[config.mk]
export PLATFORM = sky130hd
export DESIGN_NAME = if_fetch
export DESIGN_NICKNAME = d
export VERILOG_FILES = /design/src/rtl/if_fetch_pkg.sv /design/src/rtl/if_fetch_icache.sv /design/src/rtl/if_fetch.sv
export SDC_FILE = /design/constraint.sdc
export NUM_CORES = 1
export LEC_CHECK = 0
export ABC_AREA = 1
export CORE_MARGIN = 3
export CORE_UTILIZATION = 25
export CTS_CLUSTER_SIZE = 24
export DETAILED_ROUTE_END_ITERATION = 8
export RECOVER_POWER = 25
export SKIP_CTS_REPAIR_TIMING = 1
export SYNTH_ARGS = -nofsm -noshare
export SYNTH_HDL_FRONTEND = slang
export SYNTH_HIERARCHICAL = 1
export SYNTH_SLANG_ARGS = --single-unit
[constraint.sdc]
create_clock -name clk_in -period 2.2 [get_ports clk_in]
set_input_delay 0.22 -clock clk_in [delete_from_list [all_inputs] [get_ports clk_in]]
set_output_delay 0.22 -clock clk_in [all_outputs]
set_load 0.01 [all_outputs]
[src/rtl/if_fetch_pkg.sv]
// Shared encodings and widths for the instruction-fetch stage and its
// optional instruction cache (enabled with ICACHE_EN).
package if_fetch_pkg;
  localparam int ADDR_W = 32;
  localparam int INST_W = 32;
  localparam int BYTE_W = 8;
  localparam logic [ADDR_W-1:0] ZERO32 = '0;

  localparam logic [1:0] ST_IDLE  = 2'd0;
  localparam logic [1:0] ST_FETCH = 2'd1;
  localparam logic [1:0] ST_DONE  = 2'd2;

  localparam int ICACHE_TAG_MSB = 17;

  function automatic int icache_idx_w(input int entries);
    return $clog2(entries);
  endfunction

  function automatic int icache_tag_w(input int entries);
    return ICACHE_TAG_MSB - 1 - $clog2(entries);
  endfunction
endpackage

[src/rtl/if_fetch_icache.sv]
// Direct-mapped one-word-per-line instruction cache. Storage exists only when
// ICACHE_EN is defined; otherwise the block always reports a miss.
module if_fetch_icache
  import if_fetch_pkg::*;
#(
  parameter int ENTRIES = 64
) (
  input  logic              clk_in,
  input  logic              rst_in,
  input  logic [ADDR_W-1:0] rd_addr,
  output logic              rd_hit,
  output logic [INST_W-1:0] rd_data,
  input  logic              wr_en,
  input  logic [ADDR_W-1:0] wr_addr,
  input  logic [INST_W-1:0] wr_data
);
`ifdef ICACHE_EN
  localparam int IDX_W = icache_idx_w(ENTRIES);
  localparam int TAG_W = icache_tag_w(ENTRIES);

  logic [ENTRIES-1:0] valid_q;
  logic [TAG_W-1:0]   tag_mem  [ENTRIES];
  logic [INST_W-1:0]  data_mem [ENTRIES];
  logic [IDX_W-1:0]   rd_idx;
  logic [IDX_W-1:0]   wr_idx;
  logic [TAG_W-1:0]   rd_tag;
  logic [TAG_W-1:0]   wr_tag;
  logic               unused_addr_bits;

  assign rd_idx = rd_addr[IDX_W+1:2];
  assign rd_tag = rd_addr[ICACHE_TAG_MSB:IDX_W+2];
  assign wr_idx = wr_addr[IDX_W+1:2];
  assign wr_tag = wr_addr[ICACHE_TAG_MSB:IDX_W+2];
  assign unused_addr_bits = ^{rd_addr[ADDR_W-1:ICACHE_TAG_MSB+1], rd_addr[1:0],
                              wr_addr[ADDR_W-1:ICACHE_TAG_MSB+1], wr_addr[1:0]};

  assign rd_hit  = valid_q[rd_idx] && (tag_mem[rd_idx] == rd_tag);
  assign rd_data = data_mem[rd_idx];

  always_ff @(posedge clk_in or negedge rst_in) begin
    if (!rst_in) begin
      valid_q <= '0;
    end else if (wr_en) begin
      valid_q[wr_idx] <= 1'b1;
    end
  end

  // Tag/data arrays carry no reset; the valid bits gate every read.
  always_ff @(posedge clk_in) begin
    if (wr_en) begin
      tag_mem[wr_idx]  <= wr_tag;
      data_mem[wr_idx] <= wr_data;
    end
  end
`else
  logic unused_cache_inputs;

  assign rd_hit  = 1'b0;
  assign rd_data = ZERO32;
  assign unused_cache_inputs = ^{clk_in, rst_in, rd_addr, wr_en, wr_addr, wr_data, ENTRIES > 0};
`endif
endmodule

[src/rtl/if_fetch.sv]
// Instruction fetch: assembles a 32-bit word from four little-endian byte reads,
// stalls the PC while outstanding, flushes on jump. Optional cache: ICACHE_EN.
module if_fetch
  import if_fetch_pkg::*;
#(
  parameter int ICACHE_ENTRIES = 64
) (
  input  logic              clk_in,
  input  logic              rst_in,
  input  logic              rdy_in,
  input  logic [ADDR_W-1:0] pc_in,
  input  logic              jump_in,
  input  logic              stall_in,
  output logic              mem_req_out,
  output logic [ADDR_W-1:0] mem_addr_out,
  input  logic [BYTE_W-1:0] mem_data_in,
  input  logic              mem_valid_in,
  output logic [INST_W-1:0] inst_out,
  output logic [ADDR_W-1:0] inst_pc_out,
  output logic              inst_valid_out,
  output logic              stall_req_out
);
  logic [1:0]        state_q;
  logic [1:0]        cnt_q;
  logic [INST_W-1:0] buf_q;
  logic [ADDR_W-1:0] fetch_pc_q;
  logic [ADDR_W-1:0] pc_word;
  logic              hit;
  logic [INST_W-1:0] hit_data;
  logic              fill_en;
  logic              unused_pc_bits;

  assign pc_word        = {pc_in[ADDR_W-1:2], 2'b00};
  assign unused_pc_bits = ^pc_in[1:0];

  // Last byte of a miss lands straight in the cache alongside the first three.
  assign fill_en = rdy_in && !jump_in && (state_q == ST_FETCH) &&
                   mem_valid_in && (cnt_q == 2'd3);

  if_fetch_icache #(
    .ENTRIES (ICACHE_ENTRIES)
  ) u_icache (
    .clk_in  (clk_in),
    .rst_in  (rst_in),
    .rd_addr (pc_word),
    .rd_hit  (hit),
    .rd_data (hit_data),
    .wr_en   (fill_en),
    .wr_addr (fetch_pc_q),
    .wr_data ({mem_data_in, buf_q[23:0]})
  );

  always_ff @(posedge clk_in or negedge rst_in) begin
    if (!rst_in) begin
      state_q    <= ST_IDLE;
      cnt_q      <= 2'd0;
      buf_q      <= ZERO32;
      fetch_pc_q <= ZERO32;
    end else if (rdy_in) begin
      if (jump_in) begin
        state_q <= ST_IDLE;
        cnt_q   <= 2'd0;
        buf_q   <= ZERO32;
      end else begin
        case (state_q)
          ST_IDLE: begin
            fetch_pc_q <= pc_word;
            cnt_q      <= 2'd0;
            if (hit) begin
              buf_q   <= hit_data;
              state_q <= ST_DONE;
            end else begin
              buf_q   <= ZERO32;
              state_q <= ST_FETCH;
            end
          end
          ST_FETCH: begin
            if (mem_valid_in) begin
              buf_q[{cnt_q, 3'b000} +: BYTE_W] <= mem_data_in;
              cnt_q <= cnt_q + 2'd1;
              if (cnt_q == 2'd3) state_q <= ST_DONE;
            end
          end
          ST_DONE: begin
            if (!stall_in) state_q <= ST_IDLE;
          end
          default: state_q <= ST_IDLE;
        endcase
      end
    end
  end

  // Request drops in the jump cycle itself so the controller aborts at once.
  assign mem_req_out    = (state_q == ST_FETCH) && !jump_in;
  assign mem_addr_out   = fetch_pc_q + {{(ADDR_W-2){1'b0}}, cnt_q};
  assign inst_out       = buf_q;
  assign inst_pc_out    = fetch_pc_q;
  assign inst_valid_out = (state_q == ST_DONE);
  assign stall_req_out  = rst_in && (((state_q == ST_IDLE) && !hit) || (state_q == ST_FETCH));
endmodule

==> impl_metrics.env, run 1 <==
export IMPL_status="finished, violations left"
export IMPL_violations="capacitance limit, slew limit"
export IMPL_required_ps=1980
export IMPL_detailed_place_area_um2=5240
export IMPL_grt_overflow=0
export IMPL_hpwlAfterDp_um=7930
export IMPL_regArea_um2=1650
export IMPL_core_area_um2=15400
export IMPL_synth_cell_area_um2=4000
export IMPL_drt_pass1_iterations=4
export IMPL_nNetsFinal=691
export IMPL_num_fill_cells=1661
export IMPL_syn_avg_cell_area_um2=7.45
export IMPL_cts_htree_levels=3
export IMPL_clock_sinks=66
export IMPL_p_per_area_nw_per_um2=919
export IMPL_regToRegSetupSlack_ps=480
export IMPL_worstSetupPathType="reg2out"
export IMPL_ant_nets=0
export IMPL_fin_crit_ps=1960
export IMPL_die_w_um=133
export IMPL_antenna_found_initial=0
export IMPL_grt_start_max_net_pins=67
export IMPL_clockRootBuffer="clkbuf_16"
export IMPL_drc=0
export IMPL_drv_slew=67
export IMPL_via_per_inst=4.12
export IMPL_clock_latency_ps=330
export IMPL_end_kind="output port"
export IMPL_grt_pass1_wl_um=17900
export IMPL_track_usage_pct=12.6
export IMPL_grt_setup_unrepaired="no"
export IMPL_hold_violations=0
export IMPL_tritoncts="yes"
export IMPL_maxCapViolCount=1
export IMPL_total_power_mw=5.12
export IMPL_grt_pass1_vias=3395
export IMPL_vias=3526
export IMPL_setup_worst_path_start_class="register"
export IMPL_fin_crit_sh_pct=89.2
export IMPL_initial_core_util_pct=25.9
export IMPL_dp_cells=839
export IMPL_fin_util_pct=36.1
export IMPL_drt_iter0_drc=222
export IMPL_pre_cts_ws_ps=222
export IMPL_die_y_um=133
export IMPL_fin_hold_ws_ps=441
export IMPL_netlist_instances=537
export IMPL_max_slew_margin_rel_pct=-15.0
export IMPL_clk_pin_slew_ps=50
export IMPL_io_buffers=140
export IMPL_clockBufferDepth=2
export IMPL_routed_wl_um=10900
export IMPL_timing_clock_skew_ps=7.79
export IMPL_fmax_mhz=510
export IMPL_arrival_ps=1740
export IMPL_yosysWarnings=6
export IMPL_design_area_um2=5570
export IMPL_area_delta_synth_final_pct=39.3
export IMPL_cts_buffers=9
export IMPL_setup_viol=0
export IMPL_cp_max_fo=6
export IMPL_fin_cells=855
export IMPL_n_antenna_cell=0
export IMPL_ir_worst_vdd_v=0.000377
export IMPL_hp_class="in2reg"
export IMPL_worst_pin_slew_ps=1720
export IMPL_multi_input_comb_area_um2=1710
export IMPL_leakage_nw=2.72
export IMPL_gp_congestion=0.792
export IMPL_wl_per_cell_um=12.8
export IMPL_worst_slack_ps=238
export IMPL_die_area_um2=17600
export IMPL_tns_ps=0
export IMPL_rows=45
export IMPL_pin_count=145
export IMPL_drive_gt1_share_pct=5.90
## critical path: stages (launching register included)
cell and delay [ps]:
dfrtp_1 480, inv_2 140, nand3_2 80, inv_2 140
clkdlybuf4s50_1 580
## layer usage
layer | GRT usage, % | wire, um
met3 | 3.69 | 721
met1 | 16.5 | 5050
met4 | 3.64 | 133
met2 | 20.3 | 5010
met5 | 0 | 0
## registers in the layout (all words and copies together) (netlist names)
| register | flops |
|---|---|
| cnt_q | 2 |
| inst_out | 32 |
| inst_pc_out | 30 |
| state_q | 2 |
## path summary, 6_finish.rpt
kind | startpoint | endpoint | cells after the start
setup / recovery | state_q[1]$_DFFE_PN0P_ | mem_req_out | 4
hold / removal | pc_in[22] | inst_pc_out[22]$_DFFE_PN0P_ | 3
setup reg to reg | state_q[1]$_DFFE_PN0P_ | inst_out[15]$_DFFE_PN0P_ | 7
hold reg to reg | inst_out[0]$_DFFE_PN0P_ | inst_out[0]$_DFFE_PN0P_ | 2
max in group asynchronous | rst_in | inst_out[0]$_DFFE_PN0P_ | 2
min in group asynchronous | rst_in | state_q[0]$_DFFE_PN0P_ | 2
## report_power, final
part           internal [mW]  switching (mW)
registers               1.49           0.201
clock network           1.10           0.534
logic                  0.978           0.821
total                   3.57            1.56
## cells in the final DEF (no fill, tap or decap)
| cell type | n |
|---|---|
| o21ai_0 | 56 |
| nand3_1 | 75 |
| clkbuf_2 | 1 |
| nand2_1 | 164 |
| nand3_2 | 6 |
| a21oi_4 | 1 |
| clkinv_1 | 1 |
| o21ai_1 | 8 |
| bufinv_16 | 3 |
| clkbuf_1 | 2 |
| nor2_1 | 10 |
| dfrtp_1 | 66 |
| a21oi_1 | 2 |
| clkdlybuf4s50_1 | 139 |
| nor2_2 | 1 |
| inv_1 | 41 |
| ha_1 | 6 |
| clkbuf_16 | 9 |
| nor2_4 | 3 |
| conb_1 | 35 |
| inv_2 | 4 |
| buf_4 | 5 |
| clkinv_2 | 3 |
| o211a_1 | 1 |
| nand2_4 | 2 |
## final cells by class
cell class	instances	share of cell area, %
Multi-Input combinational cell	370	30.8
Tap cell	211	4.74
Sequential cell	66	29.6
Timing Repair Buffer	146	25.8
Clock inverter	6	1.89
Inverter	46	3.10
Clock buffer	10	4.11
(Power assumes the default switching activity.)
==> run 2, diff against run 1 <==
Settings changed: CORE_ASPECT_RATIO set to 0.9, CORE_UTILIZATION 25 to 49, PLACE_DENSITY set to 0.87.
==> run 2 against run 1 <==
  * Clock power is 36% lower
  * Sequential share of layout area is 1.5 points higher
  * Routed wire length shrank 5.9%
  * Cell area shrank 4.7%
  * Largest cell class unchanged
  * Fmax rose by 0.80%
  * Final cell count decreased by 14%
  * The run still ends with capacitance limit, slew limit left
  * First-iteration DRC count decreased by 0.45%
  * Power fell by 11%
  * Via count up 3.8%
==> impl_metrics.env, run 2 (synthesis results as in run 1) <==
export IMPL_status="finished, violations left"
export IMPL_violations="capacitance limit, slew limit"
export IMPL_hpwlAfterDp_um=7750
export IMPL_dp_cells=724
export IMPL_setup_viol=0
export IMPL_p_int_mw=3.08
export IMPL_worst_pin_slew_ps=1640
export IMPL_rows=30
export IMPL_worst_path_buf_inv=3
export IMPL_nNetsFinal=691
export IMPL_detailed_place_area_um2=5110
export IMPL_track_usage_pct=22.4
export IMPL_clock_latency_ps=340
export IMPL_fin_util_pct=68.7
export IMPL_routed_wl_um=10300
export IMPL_setup_worst_path_start_class="register"
export IMPL_cp_max_fo=6
export IMPL_total_power_mw=4.56
export IMPL_drv_slew=67
export IMPL_leakage_nw=2.67
export IMPL_hold_violations=0
export IMPL_area_delta_synth_final_pct=32.8
export IMPL_pwr_share_clk_pct=22.9
export IMPL_clock_sinks=66
export IMPL_end_kind="output port"
export IMPL_largest_reg_flops=32
export IMPL_fin_hold_ws_ps=437
export IMPL_clockRootBuffer="clkbuf_8"
export IMPL_final_common_cell="nand2_1"
export IMPL_antenna_found_initial=0
export IMPL_worstSetupPathType="reg2out"
export IMPL_design_area_um2=5310
export IMPL_via_per_inst=4.95
export IMPL_p_sw_share_pct=32.5
export IMPL_pwr_share_seq_pct=37.2
export IMPL_tns_ps=0
export IMPL_grt_setup_unrepaired="no"
export IMPL_grt_overflow=0
export IMPL_hp_class="in2reg"
export IMPL_path_delay_family="buffers and inverters"
export IMPL_cp_slowest_cell="clkdlybuf4s50_1"
export IMPL_clockBufferDepth=2
export IMPL_fin_crit_sh_pct=88.5
export IMPL_final_cell_mix="nand2_1 (164), clkdlybuf4s50_1 (139), nand3_1 (75)"
export IMPL_multi_input_comb_area_um2=1710
export IMPL_cts_htree_levels=3
export IMPL_pre_cts_ws_ps=302
export IMPL_wl_per_cell_um=13.9
export IMPL_fin_crit_ps=1950
export IMPL_clk_pin_slew_ps=70
export IMPL_drt_iter0_drc=221
export IMPL_vias=3661
export IMPL_num_fill_cells=636
export IMPL_die_area_um2=9290
export IMPL_gp_congestion=0.936
export IMPL_required_ps=1980
export IMPL_drc=0
export IMPL_crit_path_cell_trace="inv_2 -> nand3_2 -> inv_2 -> clkdlybuf4s50_1"
export IMPL_timing_clock_skew_ps=8.63
export IMPL_fin_cells=739
export IMPL_n_antenna_cell=0
export IMPL_die_w_um=101
export IMPL_fmax_mhz=514
export IMPL_worst_slack_ps=254
export IMPL_cpMostUsedCell="inv_2"
export IMPL_core_area_um2=7730
export IMPL_initial_core_util_pct=51.7
export IMPL_grt_start_max_net_pins=67
export IMPL_ir_worst_vdd_v=0.000498
export IMPL_crit_path_max_incr_delay_ps=570
export IMPL_pwr_share_comb_pct=39.9
export IMPL_regToRegSetupSlack_ps=480
export IMPL_pin_count=145
export IMPL_grt_pass1_vias=3479
export IMPL_max_slew_margin_rel_pct=-9.54
export IMPL_arrival_ps=1730
export IMPL_power_switching_mw=1.48
export IMPL_die_y_um=91.7
export IMPL_maxCapViolCount=1
export IMPL_grt_pass1_wl_um=16600
export IMPL_drt_pass1_iterations=4
export IMPL_regArea_um2=1650
export IMPL_cts_buffers=9
export IMPL_io_buffers=140
export IMPL_tritoncts="yes"
export IMPL_drive_gt1_share_pct=5.75
export IMPL_ant_nets=0
export IMPL_p_per_area_nw_per_um2=858
run 2: cell count changes in the layout (fill, tap and decap cells not counted):
cell,before,now
buf_4,5,4
buf_12,0,1
clkbuf_16,9,0
clkinv_2,3,1
bufinv_16,3,1
clkbuf_8,0,12
run 2: worst paths after layout:
path / start / end / cells after the start
max reg2reg: state_q[1]$_DFFE_PN0P_ / inst_pc_out[5]$_DFFE_PN0P_ / 4
max: state_q[1]$_DFFE_PN0P_ / mem_req_out / 4
max in group asynchronous: rst_in / inst_pc_out[14]$_DFFE_PN0P_ / 2
min reg2reg: inst_out[0]$_DFFE_PN0P_ / inst_out[0]$_DFFE_PN0P_ / 2
min in group asynchronous: rst_in / inst_out[31]$_DFFE_PN0P_ / 2
min: pc_in[31] / inst_pc_out[31]$_DFFE_PN0P_ / 3
run 2: layout make-up:
cell class | instances | area share, %
well taps | 96 | 2.26
clock inverters | 2 | 0.659
repair buffers | 146 | 27.3
flip-flops and latches | 66 | 31.1
clock buffers | 13 | 3.18
inverters | 46 | 3.25
multi-input cells | 370 | 32.3
run 2: worst register-to-register path, cell delays in order (launching register included):
cell and delay [ps]:
dfrtp_1 480, nor2_1 200, nand3_2 390, buf_12 330, o21ai_0 230
run 2: power groups by stage:
stage / Sequential [mW] / Clock (mW) / Combinational (mW)
2_1_floorplan: 1.81 / 0 / 0.850
3_3_place_gp: 1.70 / 0 / 1.78
3_5_place_dp: 1.72 / 0 / 1.83
4_1_cts: 1.70 / 1.07 / 1.84
5_1_grt: 1.73 / 1.12 / 1.98
6_report: 1.69 / 1.05 / 1.82
run 2: per-layer routing:
layer / share of wire (%) / track usage (%) / up-vias
met4: 1.7 / 5.65 / 0
met1: 40 / 27.8 / 1654
met2: 50 / 38.3 / 171
met5: 0 / 0 / -
met3: 8.2 / 6.08 / 21
li1: - / - / 1815
